--- config.mk ---
export PLATFORM = sky130hd
export DESIGN_NAME = ascii_number_parser
export DESIGN_NICKNAME = d
export VERILOG_FILES = /design/src/rtl/ascii_number_parser.sv
export SDC_FILE = /design/constraint.sdc
export NUM_CORES = 1
export LEC_CHECK = 0
export ABC_AREA = 1
export BUFFER_PORTS_ARGS = -buffer_cell sky130_fd_sc_hd__buf_2
export CAP_MARGIN = 20
export CORE_AREA = 2 2 81 83
export CTS_BUF_LIST = sky130_fd_sc_hd__clkbuf_8
export CTS_CLUSTER_DIAMETER = 150
export DETAILED_ROUTE_END_ITERATION = 6
export DIE_AREA = 0 0 83 85
export HOLD_SLACK_MARGIN = 0.03
export SLEW_MARGIN = 20
export SYNTH_ARGS = -nofsm -noshare
export SYNTH_HDL_FRONTEND = slang
export SYNTH_SLANG_ARGS = --single-unit
--- constraint.sdc ---
create_clock -name clk -period 3.15 [get_ports clk]
set_clock_uncertainty 0.2 [all_clocks]
set_input_delay 0.63 -clock clk [delete_from_list [all_inputs] [get_ports clk]]
set_output_delay 0.63 -clock clk [all_outputs]
set_load 0.005 [all_outputs]
--- src/rtl/ascii_number_parser.sv ---
// ascii_number_parser: serial ASCII hex/binary digits -> 16-bit value.
// Numbers complete on reaching the mode's digit limit or on TERM_CHAR.
// Optional feature macro: ASCII_PARSER_LOWERCASE_EN (accept 'a'-'f' as hex).
module ascii_number_parser #(
  parameter int          MAX_HEX_DIGITS = 4,
  parameter int          MAX_BIN_DIGITS = 16,
  parameter logic [7:0]  TERM_CHAR      = 8'h0D
) (
  input  logic        clk,
  input  logic        rst_n,
  input  logic        mode_bin,
  input  logic [7:0]  char_in,
  input  logic        char_valid,
  output logic        char_ready,
  output logic [15:0] number_out,
  output logic        number_valid,
  output logic [4:0]  digit_count,
  output logic        parse_error
);

  typedef enum logic [1:0] {
    ST_IDLE  = 2'd0,
    ST_ACCUM = 2'd1,
    ST_DONE  = 2'd2
  } state_t;

  state_t      r_state;
  logic        r_mode;
  logic [15:0] r_acc;
  logic [4:0]  r_count;
  logic [15:0] r_number;
  logic        r_valid;
  logic        r_error;
  logic        r_ready;

  logic        w_mode;
  logic        w_is_digit;
  logic [3:0]  w_digit;
  logic        w_is_term;
  logic [15:0] w_base;
  logic [15:0] w_shift;
  logic [4:0]  w_cnt_next;
  logic [4:0]  w_max;
  logic        w_accept;

  assign char_ready   = r_ready;
  assign number_out   = r_number;
  assign number_valid = r_valid;
  assign digit_count  = r_count;
  assign parse_error  = r_error;

  // Classify the incoming character and precompute the shifted accumulator
  always_comb begin
    w_mode     = (r_state == ST_IDLE) ? mode_bin : r_mode;
    w_is_digit = 1'b0;
    w_digit    = 4'd0;
    if (w_mode) begin
      if (char_in == 8'h30) begin
        w_is_digit = 1'b1;
        w_digit    = 4'd0;
      end else if (char_in == 8'h31) begin
        w_is_digit = 1'b1;
        w_digit    = 4'd1;
      end else begin
        w_is_digit = 1'b0;
        w_digit    = 4'd0;
      end
    end else begin
      if (char_in >= 8'h30 && char_in <= 8'h39) begin
        w_is_digit = 1'b1;
        w_digit    = char_in[3:0];
      end else if (char_in >= 8'h41 && char_in <= 8'h46) begin
        w_is_digit = 1'b1;
        w_digit    = char_in[3:0] + 4'd9;
`ifdef ASCII_PARSER_LOWERCASE_EN
      end else if (char_in >= 8'h61 && char_in <= 8'h66) begin
        w_is_digit = 1'b1;
        w_digit    = char_in[3:0] + 4'd9;
`endif
      end else begin
        w_is_digit = 1'b0;
        w_digit    = 4'd0;
      end
    end
    w_is_term  = (char_in == TERM_CHAR);
    // IDLE always starts a fresh number from zero
    w_base     = (r_state == ST_IDLE) ? 16'h0000 : r_acc;
    w_shift    = w_mode ? {w_base[14:0], w_digit[0]} : {w_base[11:0], w_digit};
    w_cnt_next = ((r_state == ST_IDLE) ? 5'd0 : r_count) + 5'd1;
    w_max      = w_mode ? 5'(MAX_BIN_DIGITS) : 5'(MAX_HEX_DIGITS);
    w_accept   = char_valid && r_ready;
  end

  // Parser FSM with registered outputs
  always_ff @(posedge clk or negedge rst_n) begin
    if (!rst_n) begin
      r_state  <= ST_IDLE;
      r_mode   <= 1'b0;
      r_acc    <= 16'h0000;
      r_count  <= 5'd0;
      r_number <= 16'h0000;
      r_valid  <= 1'b0;
      r_error  <= 1'b0;
      r_ready  <= 1'b1;
    end else begin
      r_valid <= 1'b0;
      r_error <= 1'b0;
      case (r_state)
        ST_IDLE, ST_ACCUM: begin
          if (w_accept) begin
            if (w_is_digit) begin
              if (r_state == ST_IDLE) begin
                r_mode <= mode_bin;
              end
              r_acc   <= w_shift;
              r_count <= w_cnt_next;
              if (w_cnt_next == w_max) begin
                r_state  <= ST_DONE;
                r_number <= w_shift;
                r_valid  <= 1'b1;
                r_ready  <= 1'b0;
              end else begin
                r_state <= ST_ACCUM;
              end
            end else if (w_is_term) begin
              // A terminator with no digits collected is silently dropped
              if (r_state == ST_ACCUM) begin
                r_state  <= ST_DONE;
                r_number <= r_acc;
                r_valid  <= 1'b1;
                r_ready  <= 1'b0;
              end else begin
                r_state <= ST_IDLE;
              end
            end else begin
              // Illegal character discards any partial number
              r_error <= 1'b1;
              r_acc   <= 16'h0000;
              r_count <= 5'd0;
              r_state <= ST_IDLE;
            end
          end
        end
        ST_DONE: begin
          r_acc   <= 16'h0000;
          r_count <= 5'd0;
          r_ready <= 1'b1;
          r_state <= ST_IDLE;
        end
        default: begin
          r_acc   <= 16'h0000;
          r_count <= 5'd0;
          r_ready <= 1'b1;
          r_state <= ST_IDLE;
        end
      endcase
    end
  end

endmodule

Word-level counts from Yosys, hierarchy flattened
Cells that the tools add are included.
Storage, ports and cells
  flip-flop bits (word level): 43
  input port bits: 12
  output and inout bits: 24
  logic and storage cells: 85
Operators by class
  $add $sub $neg: 2
  order comparisons: 4
  equal/unequal tests: 11
  multiplexer cells: 49
  reduce and logical (&&, ||, !) cells: 11
Operators by type and width (number)
  16-bit 2-to-1 mux: 9
  5-bit 2-to-1 mux: 6
  1-bit 2-to-1 mux: 24
  8-bit by 6-bit equality test with 1-bit output, second input constant: 2
  15-bit 2-to-1 mux: 1
  2-bit 2-to-1 mux: 6
  4-bit 2-to-1 mux: 3
  3-bit inequality test, second input constant: 4
  8-bit by 4-bit equality test with 1-bit output, second input constant: 1
  8-bit by 6-bit greater-or-equal comparator with 1-bit output, second input constant: 1
  8-bit by 7-bit greater-or-equal comparator with 1-bit output, second input constant: 1
  8-bit by 6-bit <= comparator with 1-bit output, second input constant: 1
  8-bit by 7-bit <= comparator with 1-bit output, second input constant: 1
  5-bit by 1-bit adder with 5-bit output, second input constant: 1
  5-bit equality test: 1
  5-bit AND reduction: 1
  4-bit adder, second input constant: 1
  4-bit AND reduction: 1
  2-bit nonzero test: 2
  1-bit logical AND: 3
  3-bit AND reduction: 1
  2-bit by 1-bit equality test with 1-bit output, second input constant: 1
  2-bit logical NOT: 1
  2-bit by 1-bit inequality test with 1-bit output, second input constant: 1
  3 further kinds: 3

Logic depth before layout (Yosys ltp)
  depth in word-level cells: 9
  mapped depth: 17
  mapped depth without buffers: 15

Worst setup path before layout
Ideal clock, no wire load.
  path kind: register -> register
  start: reg r_state[1]
  end: reg r_number[10], in the netlist number_out[10]
  setup time: 116 ps
  data arrival time: 1960 ps
  data required time: 2834 ps
  slack: 874 ps
  cell stages (with the launch flop): 18
  buffers on the path: 2
  clock period less this slack: 2276 ps
  cell sequence: dfrtp_1 -> nor2_4 -> buf_6 -> nor2_1 -> ha_1 -> inv_1 -> nand2_1 -> nand2_1 -> nand2_1 -> inv_1 -> nand2_1 -> nand2_1 -> nand3_2 -> nand2_4 -> nand2_4 -> buf_6 -> nand2_1 -> nand2_1
Between the ends
  word-level cells in the longest chain between the ends: 6
  elaborated cells on any way between the ends: 17
  classes of those cells: 1 x add/sub; 3 x eq/ne; 8 x mux; 5 x reduce/logical
Ends and longest elaborated chain
  start, declared: RTL line 27  | state_t r_state;
  start signal, assigned: RTL line 97  | r_state <= ST_IDLE;
  start signal, assigned: RTL line 118  | r_state <= ST_DONE;
  start signal, assigned: RTL line 123  | r_state <= ST_ACCUM;
  2-bit logical NOT
  5-bit 2-to-1 mux or 1-bit 2-to-1 mux (tied branches)
  5-bit by 1-bit adder with 5-bit output or 5-bit 2-to-1 mux (tied branches): RTL line 89, 90
  5-bit equality test: RTL line 117  | if (w_cnt_next == w_max) begin
  2-bit by 1-bit inequality test with 1-bit output (no source line)
  5-bit AND reduction (no source line)
  end signal, assigned: RTL line 119  | r_number <= w_shift;
  end signal, assigned: RTL line 129  | r_number <= r_acc;
  end, declared: RTL line 31  | logic [15:0] r_number;
Several ways; a longest one is shown, not always the timed one. The select of a mux whose other input is x is not followed.
A chain may end at the register's enable or synchronous reset.

Final worst setup path
  start: reg r_mode
  end: reg r_number[2], in the netlist number_out[2]
Between the ends
  word-level cells in the longest chain between the ends: 5
  elaborated cells on any way between the ends: 12
  classes of those cells: 2 x eq/ne; 7 x mux; 3 x reduce/logical
Ends and longest elaborated chain
  start, declared: RTL line 28  | logic r_mode;
  start signal, assigned: RTL line 113  | r_mode <= mode_bin;
  1-bit 2-to-1 mux *
  5-bit 2-to-1 mux or 4-bit 2-to-1 mux (tied branches): RTL line 90, 57
  5-bit equality test or 16-bit 2-to-1 mux (tied branches): RTL line 117, 88
  2-bit by 1-bit inequality test with 1-bit output (no source line) or 16-bit 2-to-1 mux (tied branches)
  5-bit AND reduction (no source line) or 16-bit 2-to-1 mux (tied branches)
Mark *: on every way between the ends. The rest lies on a longest branch, timed or not. The select of a mux whose other input is x is not followed.

==> qor.tcl <==
set qor(run_status) {completed}
set qor(portBuffers) 35
set qor(maxSlewHeadroom_pct) 60.2
set qor(overflow) 0
set qor(num_antenna_cells) 0
set qor(fillCellCount) 639
set qor(cts_sinks) 43
set qor(avgViaCountPerCell) 5.00
set qor(place.gp.congestion) 0.892
set qor(postRouteAntennaNets) 0
set qor(timing.hold.worst.class) {primary input to async pin}
set qor(std_cell_rows) 29
set qor(area_occupied_by_multi_input_gates_mm2) 0.00134
set qor(number_of_global_route_vias_before_repair) 2427
set qor(area_contributors_post_synth) {sky130_fd_sc_hd__dfrtp_1 (39%), sky130_fd_sc_hd__nand2_1 (18%), sky130_fd_sc_hd__nand3_1 (8.3%)}
set qor(dieWidth_um) 83
set qor(final_slew_viol_count) 0
set qor(syn_area_mm2) 0.00270
set qor(final_cell_area_mm2) 0.00311
set qor(number_of_buffers_added_for_setup_after_cts) 0
set qor(routed-via-count) 2484
set qor(global_route.usage.total_pct) 19.7
set qor(insertion_delay_ns) 0.30
set qor(drcViolationCount) 0
set qor(timing.final.hold_violations) 0
set qor(syn-instance-count) 381
set qor(die_height_um) 85
set qor(yosysWarnings) 0
set qor(post-route-period-util_pct) 82.0
set qor(power_leakage_nw) 1.64
set qor(synth_sequential_area_ratio_pct) 39.9
set qor(fin_worst_hold_slack_ns) 0.119
set qor(first_pass_grt_wire_length_um) 11300
set qor(layout-drive-gt1-share_pct) 18.8
set qor(cp-end-kind) {flop}
set qor(top_level_ports) 36
set qor(cap_violations) 0
set qor(max_slew.worst_pin.slew_ns) 0.597
set qor(syn_to_final_growth_pct) 15.1
set qor(dp.final_hpwl_um) 4780
set qor(finalWirelength_um) 6440
set qor(maximum_clock_frequency_ghz) 0.387
set qor(layout_min_cycle_time_ns) 2.58
set qor(synth.top_cell.area_share_pct) 38.9
set qor(power_per_cell_area_mw_per_mm2) 575
set qor(area.sequential_mm2) 0.00108
set qor(num-nets-final) 436
set qor(ctsHtreeMaxLevel) 2
set qor(timing.critical_path.arrival_ns) 2.58
set qor(setup_violations) 0
set qor(tritoncts.num_buffers) 5
set qor(library_cell_contributing_the_largest_single_delay_on_the_critical_path) {sky130_fd_sc_hd__dfrtp_1}
set qor(ctsResizeCount) 0
set qor(critical_path_class) {flop to flop}
set qor(drt_iter0_drc) 203
set qor(path_delay_family) {simple AND/OR/NAND/NOR gates}
set qor(critical-path-max-stage-delay_ns) 0.56
set qor(setup_total_negative_slack_ns) 0
set qor(tritoncts_clock_tree) {built}
set qor(fin_ws_ns) 0.566
set qor(postSynthRegisterBits) 43
set qor(vdd_drop_max_v) 0.000309
set qor(antenna_found_initial) 0
set qor(hold_buffers) 0
set qor(critical_path.startpoint_type) {flop}
set qor(worstPathCellList) {inv_1 -> nor2_4 -> inv_2 -> nand2_4 -> inv_4 -> nand2_1 -> nor2_1 -> nor2_4 -> nand3_2 -> nand2_4 -> nand2_4 -> nand2_1 -> nand2_1}
set qor(post_drt_wl_per_cell_um) 12.9
set qor(grt_max_degree) 44
set qor(router_iterations_before_antenna_repair) 4
set qor(top_fanout_value_on_the_critical_path) 18
set qor(syn_area_per_cell_um2) 7.09
set qor(buffer_type_at_the_clock_tree_root) {sky130_fd_sc_hd__clkbuf_8}
set qor(core_area_mm2) 0.00620
set qor(max-clock-path-buffers) 2
set qor(synth_cell_types) 29
set qor(die_area_mm2) 0.00706
set qor(critPathBufInv) 3
set qor(grt_setup_unrepaired) {no}
set qor(placement.cell_area_mm2) 0.00295
set qor(preCtsSetupSlack_ns) 0.441
set qor(yosys.area.top_type) {sky130_fd_sc_hd__dfrtp_1}
set qor(initial_core_util_pct) 43.5
set qor(worstPathRequired_ns) 3.15
set qor(synthesis.nets) 398
set qor(worst_setup_hold_path_clk_slew_ns) 0.09
## routing by layer
| metal | wire (um) | GRT usage (%) |
|---|---|---|
| met1 | 3160 | 27.0 |
| met2 | 2830 | 31.0 |
| met3 | 341 | 4.09 |
| met4 | 102 | 7.00 |
| met5 | 0 | 0 |
## power breakdown
group	total [mW]	switching, mW	internal [mW]	leakage, nW
Clock	0.522	0.208	0.314	0.0695
Combinational	0.613	0.424	0.189	0.980
Sequential	0.654	0.0500	0.604	0.592
## cell type report
cell class	count	area share (%)
multi-input combinational	275	43.2
sequential	43	34.6
clock inverter	3	2.05
timing repair buffer	46	8.93
tap	77	3.10
inverter	48	5.87
clock buffer	5	2.21
## cell families after synthesis
| family | count (synthesis) | share of synthesized area, % |
|---|---|---|
| xor gates and xnor gates | 2 | 0.649 |
| adders and majority gates | 5 | 2.32 |
| buffers and inverters | 63 | 10.4 |
| DFF | 43 | 39.9 |
| and+or+nand+nor | 222 | 37.1 |
| AOI/OAI and AO/OA | 46 | 9.68 |
## path summary, 6_finish.rpt
kind | start | end | slack, ns | depth (start not counted)
setup / recovery | r_mode | number_out[2] | 0.57 | 13
hold / removal | rst_n | number_out[6] | 0.12 | 1
setup reg to reg | r_mode | number_out[2] | 0.57 | 13
hold reg to reg | number_out[14] | number_out[14] | 0.27 | 2
max in group asynchronous | rst_n | r_acc[8] | 2.11 | 2
min in group clk | number_out[14] | number_out[14] | 0.27 | 2
## stage by stage
stage	power (mW)	instances	utilization [%]
4_1_cts	1.79	496	49.7
6_report	1.79	497	50.1
3_3_place_gp	1.27	488	47.5
2_1_floorplan	1.11	381	-
3_5_place_dp	1.27	488	47.5
5_1_grt	1.91	497	50.1
## synth_stat cells (all sizes together)
library cell  number
nand2            137
nand3             49
inv               48
dfrtp             42
nor2              31
o21ai             27
buf               12
o22ai             11
a21oi              5
ha                 5
nand4              4
clkbuf             3
xor2               2
a31oi              1
dfstp              1
o211ai             1
o31ai              1
or2                1
## flip-flops by register name, indices dropped and copies added, names as in the netlist
register / cells
char_ready: 1
parse_error: 1
number_out: 16
number_valid: 1
r_mode: 1
r_acc: 16
digit_count: 5
r_state: 2
## cells in the final DEF (no fill, tap or decap), drive strengths merged, types with 2 or more instances in the layout
cell type	n
xor2	2
clkbuf	5
nand3	49
nand4	4
a21oi	5
bufinv	2
nand2	137
o22ai	11
dfrtp	42
ha	5
inv	49
buf	46
nor2	31
o21ai	27
No activity file was read; power rests on OpenSTA's default activity.
